<file path="config.mk">
export PLATFORM = sky130hd
export DESIGN_NAME = echo_integrator
export DESIGN_NICKNAME = d
export VERILOG_FILES = /design/src/rtl/pulses_pkg.sv /design/src/rtl/sync_2ff.sv /design/src/rtl/echo_integrator.sv
export SDC_FILE = /design/constraint.sdc
export NUM_CORES = 1
export LEC_CHECK = 0
export ABC_AREA = 1
export ABC_CLOCK_PERIOD_IN_PS = 3600
export BUFFER_PORTS_ARGS = -buffer_cell sky130_fd_sc_hd__buf_2
export CELL_PAD_IN_SITES_DETAIL_PLACEMENT = 1
export CELL_PAD_IN_SITES_GLOBAL_PLACEMENT = 1
export CORE_MARGIN = 10
export CORE_UTILIZATION = 43
export CTS_BUF_LIST = sky130_fd_sc_hd__clkbuf_4 sky130_fd_sc_hd__clkbuf_8
export DETAILED_ROUTE_END_ITERATION = 10
export GPL_ROUTABILITY_DRIVEN = 0
export PLACE_DENSITY_LB_ADDON = 0.1
export SYNTH_ARGS = -nofsm -noshare
export SYNTH_HDL_FRONTEND = slang
export SYNTH_HIERARCHICAL = 1
export SYNTH_SLANG_ARGS = --single-unit
</file>
<file path="constraint.sdc">
create_clock -name clk -period 3.6 [get_ports clk]
set_input_delay 0.72 -clock clk [delete_from_list [all_inputs] [get_ports clk]]
set_output_delay 0.72 -clock clk [all_outputs]
set_load 0.005 [all_outputs]
</file>
<file path="src/rtl/pulses_pkg.sv">
// Shared definitions for the pulse-echo acquisition blocks: default widths
// and the integrator FSM state encoding.
package pulses_pkg;

  localparam int ADC_W_DEF  = 12;
  localparam int ACC_W_DEF  = 40;
  localparam int NAVG_W_DEF = 16;
  localparam int RES_CNT_W  = 32;

  typedef enum logic [1:0] {
    ST_IDLE = 2'd0,
    ST_ARM  = 2'd1,
    ST_SHOT = 2'd2,
    ST_DONE = 2'd3
  } state_e;

endpackage

</file>
<file path="src/rtl/sync_2ff.sv">
// Two-flop level synchronizer with synchronous active-low clear.
module sync_2ff (
  input  logic clk,
  input  logic reset,
  input  logic d_i,
  output logic q_o
);

  logic meta_q;
  logic sync_q;

  // Capture the asynchronous level through two flops into the clk domain.
  always_ff @(posedge clk) begin
    if (!reset) begin
      meta_q <= 1'b0;
      sync_q <= 1'b0;
    end else begin
      meta_q <= d_i;
      sync_q <= meta_q;
    end
  end

  assign q_o = sync_q;

endmodule

</file>
<file path="src/rtl/echo_integrator.sv">
// Echo integrator: sums ADC samples that fall inside the open echo window
// (sync high, inhibit low) over n_avg trigger pulses, with saturation.
module echo_integrator
  import pulses_pkg::*;
#(
  parameter int ADC_W  = ADC_W_DEF,
  parameter int ACC_W  = ACC_W_DEF,
  parameter int NAVG_W = NAVG_W_DEF
) (
  input  logic                    clk,
  input  logic                    reset,
  input  logic                    sync_in,
  input  logic                    inhib_in,
  input  logic [ADC_W-1:0]        adc_data,
  input  logic                    adc_valid,
  input  logic [NAVG_W-1:0]       n_avg,
  input  logic                    start,
  input  logic                    abort,
  output logic                    busy,
  output logic signed [ACC_W-1:0] res_data,
  output logic [RES_CNT_W-1:0]    res_count,
  output logic                    res_valid,
  input  logic                    res_ready,
  output logic                    overflow
);

  localparam logic [ACC_W-1:0]     ACC_MAX   = {1'b0, {(ACC_W-1){1'b1}}};
  localparam logic [ACC_W-1:0]     ACC_MIN   = {1'b1, {(ACC_W-1){1'b0}}};
  localparam logic [ACC_W-1:0]     ACC_ZERO  = {ACC_W{1'b0}};
  localparam logic [NAVG_W-1:0]    NAVG_ZERO = {NAVG_W{1'b0}};
  localparam logic [NAVG_W-1:0]    NAVG_ONE  = {{(NAVG_W-1){1'b0}}, 1'b1};
  localparam logic [RES_CNT_W-1:0] CNT_MAX   = {RES_CNT_W{1'b1}};
  localparam logic [RES_CNT_W-1:0] CNT_ZERO  = {RES_CNT_W{1'b0}};
  localparam logic [RES_CNT_W-1:0] CNT_ONE   = {{(RES_CNT_W-1){1'b0}}, 1'b1};

  // Synchronized control levels and the aligned sample pipeline
  logic             sync_s;
  logic             inhib_s;
  logic             sync_prev_q;
  logic [ADC_W-1:0] adc_d1_q;
  logic [ADC_W-1:0] adc_d2_q;
  logic             vld_d1_q;
  logic             vld_d2_q;

  // Control state
  state_e            state_q;
  state_e            state_d;
  logic [NAVG_W-1:0] navg_q;
  logic [NAVG_W-1:0] shot_q;
  logic [NAVG_W-1:0] shot_inc_s;
  logic              busy_q;
  logic              res_valid_q;

  // Datapath
  logic [ACC_W-1:0]     acc_q;
  logic [ACC_W-1:0]     acc_d;
  logic [RES_CNT_W-1:0] cnt_q;
  logic [RES_CNT_W-1:0] cnt_d;
  logic                 ovf_q;
  logic                 ovf_d;
  logic [ADC_W-1:0]     samp_flip_s;
  logic [ACC_W-1:0]     sample_s;
  logic [ACC_W:0]       sum_s;

  // Decoded events and FSM controls
  logic sync_rise_s;
  logic sync_fall_s;
  logic last_shot_s;
  logic start_acq_s;
  logic acc_en_s;
  logic shot_done_s;

  sync_2ff u_sync_trig (
    .clk   (clk),
    .reset (reset),
    .d_i   (sync_in),
    .q_o   (sync_s)
  );

  sync_2ff u_sync_inhib (
    .clk   (clk),
    .reset (reset),
    .d_i   (inhib_in),
    .q_o   (inhib_s)
  );

  assign sync_rise_s = sync_s & ~sync_prev_q;
  assign sync_fall_s = ~sync_s & sync_prev_q;
  assign shot_inc_s  = shot_q + NAVG_ONE;
  assign last_shot_s = (shot_inc_s == navg_q);

  // Offset-binary to two's complement: flip the MSB, then sign-extend.
  assign samp_flip_s = {~adc_d2_q[ADC_W-1], adc_d2_q[ADC_W-2:0]};
  assign sample_s    = {{(ACC_W-ADC_W){samp_flip_s[ADC_W-1]}}, samp_flip_s};
  assign sum_s       = {acc_q[ACC_W-1], acc_q} + {sample_s[ACC_W-1], sample_s};

  // Delay the ADC stream by two cycles so it lines up with the synchronized levels.
  always_ff @(posedge clk) begin
    if (!reset) begin
      adc_d1_q    <= {ADC_W{1'b0}};
      adc_d2_q    <= {ADC_W{1'b0}};
      vld_d1_q    <= 1'b0;
      vld_d2_q    <= 1'b0;
      sync_prev_q <= 1'b0;
    end else begin
      adc_d1_q    <= adc_data;
      adc_d2_q    <= adc_d1_q;
      vld_d1_q    <= adc_valid;
      vld_d2_q    <= vld_d1_q;
      sync_prev_q <= sync_s;
    end
  end

  // FSM state register.
  always_ff @(posedge clk) begin
    if (!reset) begin
      state_q <= ST_IDLE;
    end else begin
      state_q <= state_d;
    end
  end

  // FSM next-state logic; abort only matters while an acquisition is running.
  always_comb begin
    state_d = state_q;
    case (state_q)
      ST_IDLE: begin
        if (start) state_d = ST_ARM;
        else       state_d = ST_IDLE;
      end
      ST_ARM: begin
        if (abort)            state_d = ST_IDLE;
        else if (sync_rise_s) state_d = ST_SHOT;
        else                  state_d = ST_ARM;
      end
      ST_SHOT: begin
        if (abort) begin
          state_d = ST_IDLE;
        end else if (sync_fall_s) begin
          if (last_shot_s) state_d = ST_DONE;
          else             state_d = ST_ARM;
        end else begin
          state_d = ST_SHOT;
        end
      end
      ST_DONE: begin
        if (res_valid_q && res_ready) state_d = ST_IDLE;
        else                          state_d = ST_DONE;
      end
      default: state_d = ST_IDLE;
    endcase
  end

  // FSM output decode: datapath clear, accumulate enable and shot completion.
  always_comb begin
    start_acq_s = 1'b0;
    acc_en_s    = 1'b0;
    shot_done_s = 1'b0;
    case (state_q)
      ST_IDLE: begin
        start_acq_s = start;
      end
      ST_SHOT: begin
        acc_en_s    = sync_s & ~inhib_s & vld_d2_q & ~abort;
        shot_done_s = sync_fall_s & ~abort;
      end
      ST_ARM: begin
        start_acq_s = 1'b0;
      end
      ST_DONE: begin
        start_acq_s = 1'b0;
      end
      default: begin
        start_acq_s = 1'b0;
      end
    endcase
  end

  // Saturating accumulate of the aligned sample plus saturating sample count.
  always_comb begin
    acc_d = acc_q;
    cnt_d = cnt_q;
    ovf_d = ovf_q;
    if (start_acq_s) begin
      acc_d = ACC_ZERO;
      cnt_d = CNT_ZERO;
      ovf_d = 1'b0;
    end else if (acc_en_s) begin
      if (sum_s[ACC_W] != sum_s[ACC_W-1]) begin
        ovf_d = 1'b1;
        if (sum_s[ACC_W]) acc_d = ACC_MIN;
        else              acc_d = ACC_MAX;
      end else begin
        acc_d = sum_s[ACC_W-1:0];
      end
      if (cnt_q != CNT_MAX) cnt_d = cnt_q + CNT_ONE;
      else                  cnt_d = cnt_q;
    end else begin
      acc_d = acc_q;
    end
  end

  // Result registers and shot bookkeeping; a zero shot request runs one shot.
  always_ff @(posedge clk) begin
    if (!reset) begin
      acc_q       <= ACC_ZERO;
      cnt_q       <= CNT_ZERO;
      ovf_q       <= 1'b0;
      navg_q      <= NAVG_ONE;
      shot_q      <= NAVG_ZERO;
      busy_q      <= 1'b0;
      res_valid_q <= 1'b0;
    end else begin
      acc_q       <= acc_d;
      cnt_q       <= cnt_d;
      ovf_q       <= ovf_d;
      busy_q      <= (state_d != ST_IDLE);
      res_valid_q <= (state_d == ST_DONE);
      if (start_acq_s) begin
        navg_q <= (n_avg == NAVG_ZERO) ? NAVG_ONE : n_avg;
        shot_q <= NAVG_ZERO;
      end else if (shot_done_s) begin
        shot_q <= shot_inc_s;
      end
    end
  end

  assign busy      = busy_q;
  assign res_data  = acc_q;
  assign res_count = cnt_q;
  assign res_valid = res_valid_q;
  assign overflow  = ovf_q;

endmodule

</file>
# Word-level counts from Yosys, hierarchy flattened
# Cells that the tools add are included.
# totals
register_bits,140
latch_bits,0
mem_bits_rw,0
mem_bits_ro,0
input_bits,36
output_inout_bits,75
wordCells,60
mem_count,0
# classes
addsub,3
mul,0
div,0
n_lt_le_gt_ge,0
n_eq_ne,7
shifts,0
mux,14
bitwise_logic,12
n_reduce_logical,7
# op_table
op,count
two-way mux 40 bit,2
adder 40 x 12 -> 41 bit,1
adder 32 x 1 -> 32 bit (second input constant),1
inequality test 32 bit (second input constant),1
adder 16 x 1 -> 16 bit (second input constant),1
== test 16 bit,1
logical NOT 16 bit,1
two-way mux 16 bit,1
two-way mux 2 bit,6
case mux 2 bit (4 select lines),1
bitwise AND 1 bit,6
== test 2 bit (second input constant),3
NOT 1 bit,6
two-way mux 1 bit,4
AND reduction 2 bit,2
== test 2 x 1 -> 1 bit (second input constant),1
logical NOT 2 bit,1
nonzero test 2 bit,1
OR reduction 2 bit,1
logical AND 1 bit,1
inequality test 1 bit,1

# Longest topological paths before layout
# Gate-level depths: netlist of run 1.
# logic_depth
ltp_word,7
mapped_depth,19
ltp_nobuf,18

# Hierarchy
# The synthesis of run 1 kept the hierarchy.
# by_module_without_submodules
mod,instances,cells_each,area_each_um2
echo_integrator,1,1401,9237.6
sync_2ff,2,6,55.1

# Least setup slack after synthesis of run 1
# OpenSTA, ideal clock, no wires.
# synth_path
path_type,register to register
start,reg adc_d2_q[11]
end,"reg acc_q[16], in the netlist res_data[16]"
setup_time_ns,0.130
arrival_ns,2.435
t_required_ns,3.470
path_slack_ns,1.035
path_stages_with_launch,16
n_path_buf,1
synth_period_minus_slack_ns,2.565
path_cell_list,dfxtp_1 -> inv_1 -> ha_1 -> a21oi_1 -> nor2_1 -> nor2_1 -> nand2_1 -> a21oi_1 -> nand3_1 -> nand2_1 -> nand2_2 -> nand2_4 -> nand2_8 -> inv_6 -> buf_12 -> a21oi_4
# synth_between
elab_chain_len,4
# synth_rtl
item,line_no,source
"start, declared",echo_integrator.sv:41,logic [ADC_W-1:0] adc_d2_q;
"start signal, assigned",echo_integrator.sv:101,adc_d2_q <= {ADC_W{1'b0}};
"start signal, assigned",echo_integrator.sv:107,adc_d2_q <= adc_d1_q;
NOT 1 bit *,echo_integrator.sv:93,"assign samp_flip_s = {~adc_d2_q[ADC_W-1], adc_d2_q[ADC_W-2:0]};"
adder 40 x 12 -> 41 bit *,echo_integrator.sv:95,"assign sum_s = {acc_q[ACC_W-1], acc_q} + {sample_s[ACC_W-1], sample_s};"
two-way mux 40 bit / inequality test 1 bit (equally long branches),"echo_integrator.sv:191, echo_integrator.sv:189",
two-way mux 40 bit *,echo_integrator.sv:189,if (sum_s[ACC_W] != sum_s[ACC_W-1]) begin
"end signal, assigned",echo_integrator.sv:206,acc_q <= ACC_ZERO;
"end signal, assigned",echo_integrator.sv:214,acc_q <= acc_d;
"end, declared",echo_integrator.sv:55,logic [ACC_W-1:0] acc_q;
# Mark *: on every way between the ends. The rest lies on a longest branch, timed or not.
# A chain may end at the register's enable or synchronous reset.

# Worst setup path after layout of run 1
# layout_path
start,reg adc_d2_q[11]
end,"reg acc_q[19], in the netlist res_data[19]"
# Same word-level chain as after synthesis.

==> flow_summary.yaml, run 1 <==
logic_synthesis:
  synth_edf_count: 0
  synth_xor_area_share_pct: 4.74
  synth_area_leader_cell: "dfxtp_1"
  avgSynthCellArea_sq_um: 6.62
  yosys_warnings: 6
  synth.distinct_cells: 49
  yosysMostFrequentCell: "nand2_1"
  netlist_top_cells_count: "nand2_1 (407), inv_1 (170), dfxtp_1 (140)"
  synth_area_leaders: "dfxtp_1 (30%), nand2_1 (16%), inv_1 (6.8%)"
  synth-simple-area-share_pct: 33.8
  synth_area_sq_um: 9350
  synth-async-reset-ratio_pct: 0
  ys_seq_elements: 140
  synth_nets: 1492
  seq_area_frac_synth_pct: 30.0
  synth_mux_area_share_pct: 0
  synthAdderAreaFrac_pct: 5.84
  synthCells: 1413
  synth_flop_cell: "dfxtp_1"
  synth_compound_area_share_pct: 16.3
  synth_top_family_by_area: "simple AND/OR/NAND/NOR gates"
  synthDominantCellAreaShare_pct: 30.0
placed_design:
  hpwl_um: 22700
  portBuffers: 110
global_routing:
  overflow: 0
  use_met1_pct: 28.1
  grt_pass1_vias: 9637
  grt_usage_pct: 20.4
  grt_util_met2_pct: 32.4
  grt_start_max_net_pins: 66
  antenna_found_initial: 0
  grt_pass1_wl_um: 48600
  grt_busiest_layer: "met2"
  use_met3_pct: 3.93
sta:
  slew_violations: 0
  setup_tns_ps: 0
  fin_crit_sh_pct: 83.4
  tightest_slew_ps: 731
  rsz0062_at_grt: "no"
  clock_skew_ps: 26.1
  setup_violations: 0
  fmax_mhz: 333
  slew-limit-headroom_pct: 50.8
  finalCriticalPeriod_ps: 3000
  final_hold_viol_count: 0
min_path:
  hold_depth: 2
  min_path_type: "flip-flop to flip-flop"
  min_from: "adc_d1_q[5]"
power:
  seq_power_share_pct: 50.2
  power_frac_clock_pct: 39.5
  internal-power_mw: 2.26
  combPwrFrac_pct: 10.3
  p_leak_nw: 5.24
  switching_share_pct: 28.6
  ir_drop_uv: 208
  fin_total_pwr_mw: 3.17
  p_switching_uw: 907
  powerDensity_nw_per_um2: 303
clocking:
  postCtsSetupRepairBufs: 0
  clock_path_buffers: 2
  clock_latency_ps: 470
  holdBufCountCts: 0
  cts_made_buffers: 17
  cts_tree: "yes"
  clock-sinks: 140
  path_clk_slew_ps: 80
  cts_root_buffer: "clkbuf_8"
  post_cts_resized: 0
  h-tree-depth: 4
critical_path:
  cp_max_fo: 39
  timing.critical_path.mode_cell: "nand2_1"
  path_cells: "inv_1, buf_4, ha_1, nand2_1, nor2_2, nand2_1, nor2_1, nand2_1, nand3_2, nand2_1, nand3_1, nand2_2, nand2_4, nand2_1, a21oi_4"
  r2r-start: "adc_d2_q[11]"
  r2r_cells: 15
  path_class: "flip-flop to flip-flop"
  slowest_stage: "ha_1"
  cp.required_ps: 3980
  worstPathArrival_ps: 3380
  cp-end-kind: "flip-flop"
  critPathMaxStageDelay_ps: 420
  crit_path_start_kind: "flip-flop"
  crit_start: "adc_d2_q[11]"
routing:
  num_vias: 9490
  drtIter0Drc: 467
  ant_nets: 0
  drt-total-wl_um: 29200
  drt-wirelength-per-cell_um: 16.2
  route.detailed.drc: 0
  drt-vias-per-instance: 5.27
  dr.pass1.iters: 5
die:
  core_sq_um: 21200
  chipWidth_um: 167
  ios: 111
  fp-row-count: 53
  start_util_pct: 44.1
  die_h_um: 167
  dieArea_sq_um: 28000
finish:
  syn2layout_area_growth_pct: 11.8
  layout.nets: 1595
  num-fill-cells: 2917
  final_layout_size_suffix_gt1_share_pct: 15.7
  diodes: 0
run:
  maxCapViolCount: 0
status:
  run_status: "complete, no violations"
[worst paths after layout]
path	endpoint	slack (ps)
setup / recovery	res_data[19]	600
hold / removal	adc_d2_q[5]	420
setup reg to reg	res_data[19]	600
hold reg to reg	adc_d2_q[5]	420
[placed cells by master, fill, tap and decap left out, types with 10 or more instances in the layout]
cell	instances
nor2_1	125
dfxtp_1	140
clkbuf_8	19
buf_2	110
ha_1	42
nand2_2	25
inv_1	170
xnor2_1	12
a21oi_1	95
a21oi_2	23
a21oi_4	10
nand3_1	82
o21ai_0	79
nor4_1	12
nor3_1	14
nand2_1	407
xor2_1	36
nand4_1	23
o21bai_1	15
[metal layers]
metal | share of wire (%) | up-vias
li1 | - | 4770
met1 | 50 | 4529
met2 | 44 | 167
met3 | 4.7 | 24
met4 | 0.83 | 0
met5 | 0 | -
[cell families after synthesis]
| kind of cell | after synthesis |
|---|---|
| xor gates and xnor gates | 49 |
| adders and majority gates | 43 |
| AOI/OAI and AO/OA | 247 |
| and+or+nand+nor | 724 |
| DFF | 140 |
| buffers and inverters | 210 |
[area by class of cell]
class	count	area (sq um)	area share, %
Multi-Input combinational cell	1063	5680	54.3
Clock buffer	20	269	2.57
Tap cell	275	344	3.29
Inverter	178	673	6.44
Sequential cell	140	2800	26.8
Timing Repair Buffer	116	596	5.70
Clock inverter	10	92.6	0.886
[state kept, by name (all words and copies together) (netlist names), 2 cells and up]
signal / cells
navg_q: 16
adc_d1_q: 12
shot_q: 16
res_data: 40
res_count: 32
state_q: 2
adc_d2_q: 12
[power groups by stage]
stage / Clock (mW) / Combinational, mW / Sequential (mW)
floorplan: 0 / 0.234 / 1.62
global placement: 0 / 0.315 / 1.63
detailed placement: 0 / 0.325 / 1.63
CTS: 1.27 / 0.327 / 1.59
global route: 1.35 / 0.371 / 1.59
finish: 1.25 / 0.327 / 1.59
[stage by stage]
stage	utilization (%)	area (sq um)	std cells	setup WS (ps)	hold WS (ps)
4_1_cts	49.3	10500	1802	609	413
3_5_place_dp	47.6	10100	1772	638	402
2_1_floorplan	-	9350	1413	1040	390
6_report	49.3	10500	1802	599	416
5_1_grt	49.3	10500	1802	329	432
3_3_place_gp	47.6	10100	1772	689	392
[worst max-delay path, delay by kind of cell (launching register included)]
kind | cells | cell delay [ps]
AOI/OAI and AO/OA | 1 | 190
adders and majority gates | 1 | 420
buffers and inverters | 2 | 270
DFF | 1 | 310
and+or+nand+nor | 11 | 1700
Power figures use the tool's default switching activity.
==> run 2, diff against run 1 <==
Settings changed: ABC_CLOCK_PERIOD_IN_PS 3600 to 3000.
Clock period 3.6 ns to 3 ns, I/O delays scaled along.
==> run 2 against run 1 <==
Non-clock buffer count is 4 higher. Global-route usage is 0.17 points higher. Wire length up 1.5%. Total power increased by 20%. Clock skew is 7.3 ps lower. Register-to-register slack worse by 380 ps. Utilization increased by 0.36 points. Fmax rose by 7.8%. Cell area increased by 0.73%. Sequential share of layout area fell by 0.19 points. Die area stayed put. Critical endpoint is now res_data[35]. Largest power group unchanged.
==> flow_summary.yaml, run 2 (synthesized netlist as in run 1, its figures left out) <==
power:
  switching_share_pct: 31.2
  internal-power_mw: 2.62
  combPwrFrac_pct: 10.6
  ir_drop_uv: 299
  p_leak_nw: 5.27
  seq_power_share_pct: 50.2
  p_switching_mw: 1.19
  power_frac_clock_pct: 39.3
  powerDensity_nw_per_um2: 361
sta:
  rsz0062_at_grt: "no"
  clock_skew_ps: 18.8
  fin_crit_sh_pct: 92.8
  whs_ps: 323
  setup_violations: 0
  final_hold_viol_count: 0
  fmax_mhz: 359
  tightest_slew_ps: 957
  slew-limit-headroom_pct: 35.9
  setup_tns_ps: 0
  finalCriticalPeriod_ps: 2790
  slew_violations: 0
  fin_ws_ps: 215
die:
  dieArea_sq_um: 28000
  start_util_pct: 44.1
  chipWidth_um: 167
  die_h_um: 167
  fp-row-count: 53
  core_sq_um: 21200
  ios: 111
clocking:
  path_clk_slew_ps: 90
  cts_tree: "yes"
  cts_root_buffer: "clkbuf_8"
  clock_path_buffers: 2
  postCtsSetupRepairBufs: 0
  clock-sinks: 140
  post_cts_resized: 0
  holdBufCountCts: 0
  cts_made_buffers: 17
  h-tree-depth: 4
  clock_latency_ps: 460
routing:
  num_vias: 9491
  drt-vias-per-instance: 5.25
  dr.pass1.iters: 5
  drtIter0Drc: 434
  drt-total-wl_um: 29700
  route.detailed.drc: 0
  ant_nets: 0
  drt-wirelength-per-cell_um: 16.4
placed_design:
  portBuffers: 110
  hpwl_um: 23300
  dpl_worst_slack_ps: 201
  placed_cell_area_sq_um: 10200
  dp.cells: 1776
finish:
  diodes: 0
  syn2layout_area_growth_pct: 12.6
  num-fill-cells: 2921
  final_layout_size_suffix_gt1_share_pct: 16.1
  final_common_cell: "nand2_1"
  largest_register_ffs: 40
  layout.nets: 1599
  mostFrequentLayoutCells: "nand2_1 (407), inv_1 (170), dfxtp_1 (140)"
  final_cells: 1808
  design_area_sq_um: 10500
critical_path:
  path_class: "flip-flop to flip-flop"
  cp-end-kind: "flip-flop"
  cp.required_ps: 3400
  slowest_stage: "ha_1"
  cp_max_fo: 29
  timing.critical_path.mode_cell: "nand2_1"
  worstPathArrival_ps: 3180
  path_cells: "inv_1, buf_12, ha_1, nand2_1, nor2_4, nand2_1, nor2_1, nand2_1, nand3_2, nand2_1, nand3_1, nand2_2, nand2_4, buf_12, nand3_1, a21oi_1"
  critPathMaxStageDelay_ps: 390
  crit_path_start_kind: "flip-flop"
global_routing:
  overflow: 0
  antenna_found_initial: 0
  grt_start_max_net_pins: 51
  grt_pass1_wl_um: 48800
  grt_usage_pct: 20.6
  grt_pass1_vias: 9708
min_path:
  min_path_type: "input pin to flip-flop"
run:
  maxCapViolCount: 0
status:
  run_status: "complete, no violations"
## run 2: area by class of cell
class / count / area [sq um] / area share (%)
multi-input combinational: 1063 / 5680 / 53.9
sequential: 140 / 2800 / 26.6
inverter: 178 / 676 / 6.42
timing repair buffer: 120 / 663 / 6.30
tap: 275 / 344 / 3.27
clock buffer: 17 / 234 / 2.22
clock inverter: 15 / 130 / 1.24
## run 2: worst max-delay path: cells and delay by family, from the launching register on
kind,cells,cell delay (ps)
buffers and inverters,3,420
AO/OA/AOI/OAI,1,160
AND/OR/NAND/NOR,11,1380
adder cells (fa/ha/maj),1,390
flip-flops,1,320
## run 2: power groups by stage
stage / registers, mW / clock network, mW / logic (mW)
final: 1.91 / 1.49 / 0.402
after global routing: 1.91 / 1.62 / 0.454
after CTS: 1.91 / 1.54 / 0.402
after detailed placement: 1.95 / 0 / 0.399
after global placement: 1.95 / 0 / 0.388
after floorplan: 1.95 / 0 / 0.281
## run 2: worst paths after layout
path | startpoint | endpoint | slack, ps | depth (start not counted)
max | adc_d2_q[11] | res_data[35] | 210 | 16
min | adc_data[10] | adc_d1_q[10] | 320 | 3
max reg2reg | adc_d2_q[11] | res_data[35] | 210 | 16
min reg2reg | adc_d1_q[7] | adc_d2_q[7] | 420 | 2
## run 2: stage by stage
stage               util (%)  total power, mW
floorplan                  -             2.23
global placement        47.9             2.34
detailed placement      47.9             2.35
CTS                     49.6             3.85
global route            49.6             3.99
finish                  49.6             3.80
## run 2: routing by layer
metal / track usage [%] / vias up / share of wire, %
met3: 3.60 / 22 / 4.3
met4: 4.31 / 0 / 1.1
met2: 33.2 / 166 / 45
met5: 0 / - / 0
met1: 28.1 / 4517 / 50
li1: - / 4786 / -
==> run 3, diff against run 2 <==
Settings changed: BUFFER_PORTS_ARGS -buffer_cell sky130_fd_sc_hd__buf_2 to -buffer_cell sky130_fd_sc_hd__buf_4.
==> run 3 against run 2 <==
Non-clock buffer count rose by 1. Wire length rose by 2.3%. Critical path depth is the same. Final cell count is essentially flat. First-iteration DRC count is 10% higher. Via count increased by 0.53%. Sequential power hardly changed. Sequential share of layout area is 0.97 points lower. Cell area up 3.8%. Die area is the same. Global-route usage increased by 0.63 points. Critical endpoint is now res_data[34]. Largest cell class unchanged. Highest routed layer unchanged.
==> flow_summary.yaml, run 3 (synthesized netlist as in run 1, its figures left out) <==
finish:
  diodes: 0
  mostFrequentLayoutCells: "nand2_1 (407), inv_1 (170), dfxtp_1 (140)"
  final_common_cell: "nand2_1"
  layout.nets: 1600
  final_cells: 1807
  multi_input_area_sq_um: 5680
  num-fill-cells: 2855
  largest_register_ffs: 40
  seqCellArea_sq_um: 2800
  final_layout_size_suffix_gt1_share_pct: 16.1
  syn2layout_area_growth_pct: 16.9
run:
  maxCapViolCount: 0
sta:
  slew_violations: 0
  clock_skew_ps: 14.8
  fmax_mhz: 361
  slew-limit-headroom_pct: 50.8
  fin_crit_sh_pct: 92.3
  setup_tns_ps: 0
  fin_ws_ps: 231
  finalCriticalPeriod_ps: 2770
  tightest_slew_ps: 732
  setup_violations: 0
  final_hold_viol_count: 0
  rsz0062_at_grt: "no"
placed_design:
  dpl_worst_slack_ps: 133
  portBuffers: 110
  hpwl_um: 23400
  dp.cells: 1777
clocking:
  postCtsSetupRepairBufs: 0
  clock_path_buffers: 2
  path_clk_slew_ps: 80
  h-tree-depth: 4
  post_cts_resized: 0
  cts_root_buffer: "clkbuf_8"
  clock_latency_ps: 450
  cts_tree: "yes"
  cts_made_buffers: 17
  holdBufCountCts: 0
  clock-sinks: 140
power:
  fin_total_pwr_mw: 4.24
  powerDensity_nw_per_um2: 388
  p_leak_nw: 5.36
  ir_drop_uv: 288
die:
  core_sq_um: 21200
  ios: 111
  die_h_um: 167
  chipWidth_um: 167
  fp-row-count: 53
  start_util_pct: 44.1
  dieArea_sq_um: 28000
global_routing:
  grt_start_max_net_pins: 51
  grt_usage_pct: 21.2
  overflow: 0
  grt_pass1_vias: 9810
  grt_pass1_wl_um: 50200
  antenna_found_initial: 0
routing:
  ant_nets: 0
  num_vias: 9541
  drtIter0Drc: 479
  drt-total-wl_um: 30300
  dr.pass1.iters: 4
  drt-vias-per-instance: 5.28
  route.detailed.drc: 0
  drt-wirelength-per-cell_um: 16.8
critical_path:
  cp.required_ps: 3360
  cp-end-kind: "flip-flop"
  path_class: "flip-flop to flip-flop"
  crit_path_start_kind: "flip-flop"
  worstPathArrival_ps: 3130
  crit_start: "adc_d2_q[11]"
  r2r-start: "adc_d2_q[11]"
  cp_max_fo: 29
status:
  run_status: "complete, no violations"
min_path:
  min_from: "adc_data[6]"
  min_path_type: "input pin to flip-flop"
==> run 3: worst max-delay path: stages (launching register included) <==
cell     delay, ps
dfxtp_1        330
inv_1           70
buf_12         170
ha_1           370
nand2_1        140
nor2_2         180
nand2_1        100
nor2_1         200
nand2_1        100
nand3_2        150
nand2_1         70
nand3_1        120
nand2_2        100
nand2_4         80
buf_6          190
nand3_1         90
a21oi_1        210
==> run 3: routing by layer <==
layer	global-route usage, %	vias to the layer above	share of wire [%]
met5	0	-	0
met4	4.20	0	1.1
met3	4.49	24	4.7
met2	34.3	174	45
met1	28.5	4562	49
li1	-	4781	-
==> run 3: metrics by stage <==
stage               utilization, %  instance area (sq um)  hold slack, ps
floorplan                        -                   9350             390
global placement              49.2                  10400             393
detailed placement            49.2                  10400             402
CTS                           51.4                  10900             301
global route                  51.5                  10900             322
finish                        51.5                  10900             330
==> run 3: worst paths after layout <==
| path | cells after the start | end | slack (ps) |
|---|---|---|---|
| max | 16 | res_data[34] | 230 |
| min | 3 | adc_d1_q[6] | 330 |
| max reg2reg | 16 | res_data[34] | 230 |
| min reg2reg | 2 | adc_d2_q[3] | 420 |
==> run 3: cell type report <==
cell class,count,share of cell area [%]
tap,275,3.15
sequential,140,25.6
clock buffer,20,2.46
clock inverter,10,1.94
inverter,178,6.23
timing repair buffer,121,8.58
multi-input combinational,1063,52.0
==> run 3: power by group <==
| group | internal (mW) | switching [mW] | total, mW |
|---|---|---|---|
| sequential | 1.89 | 0.0167 | 1.91 |
| combinational | 0.140 | 0.274 | 0.413 |
| clock | 1.12 | 0.793 | 1.92 |
| total | 3.16 | 1.08 | 4.24 |
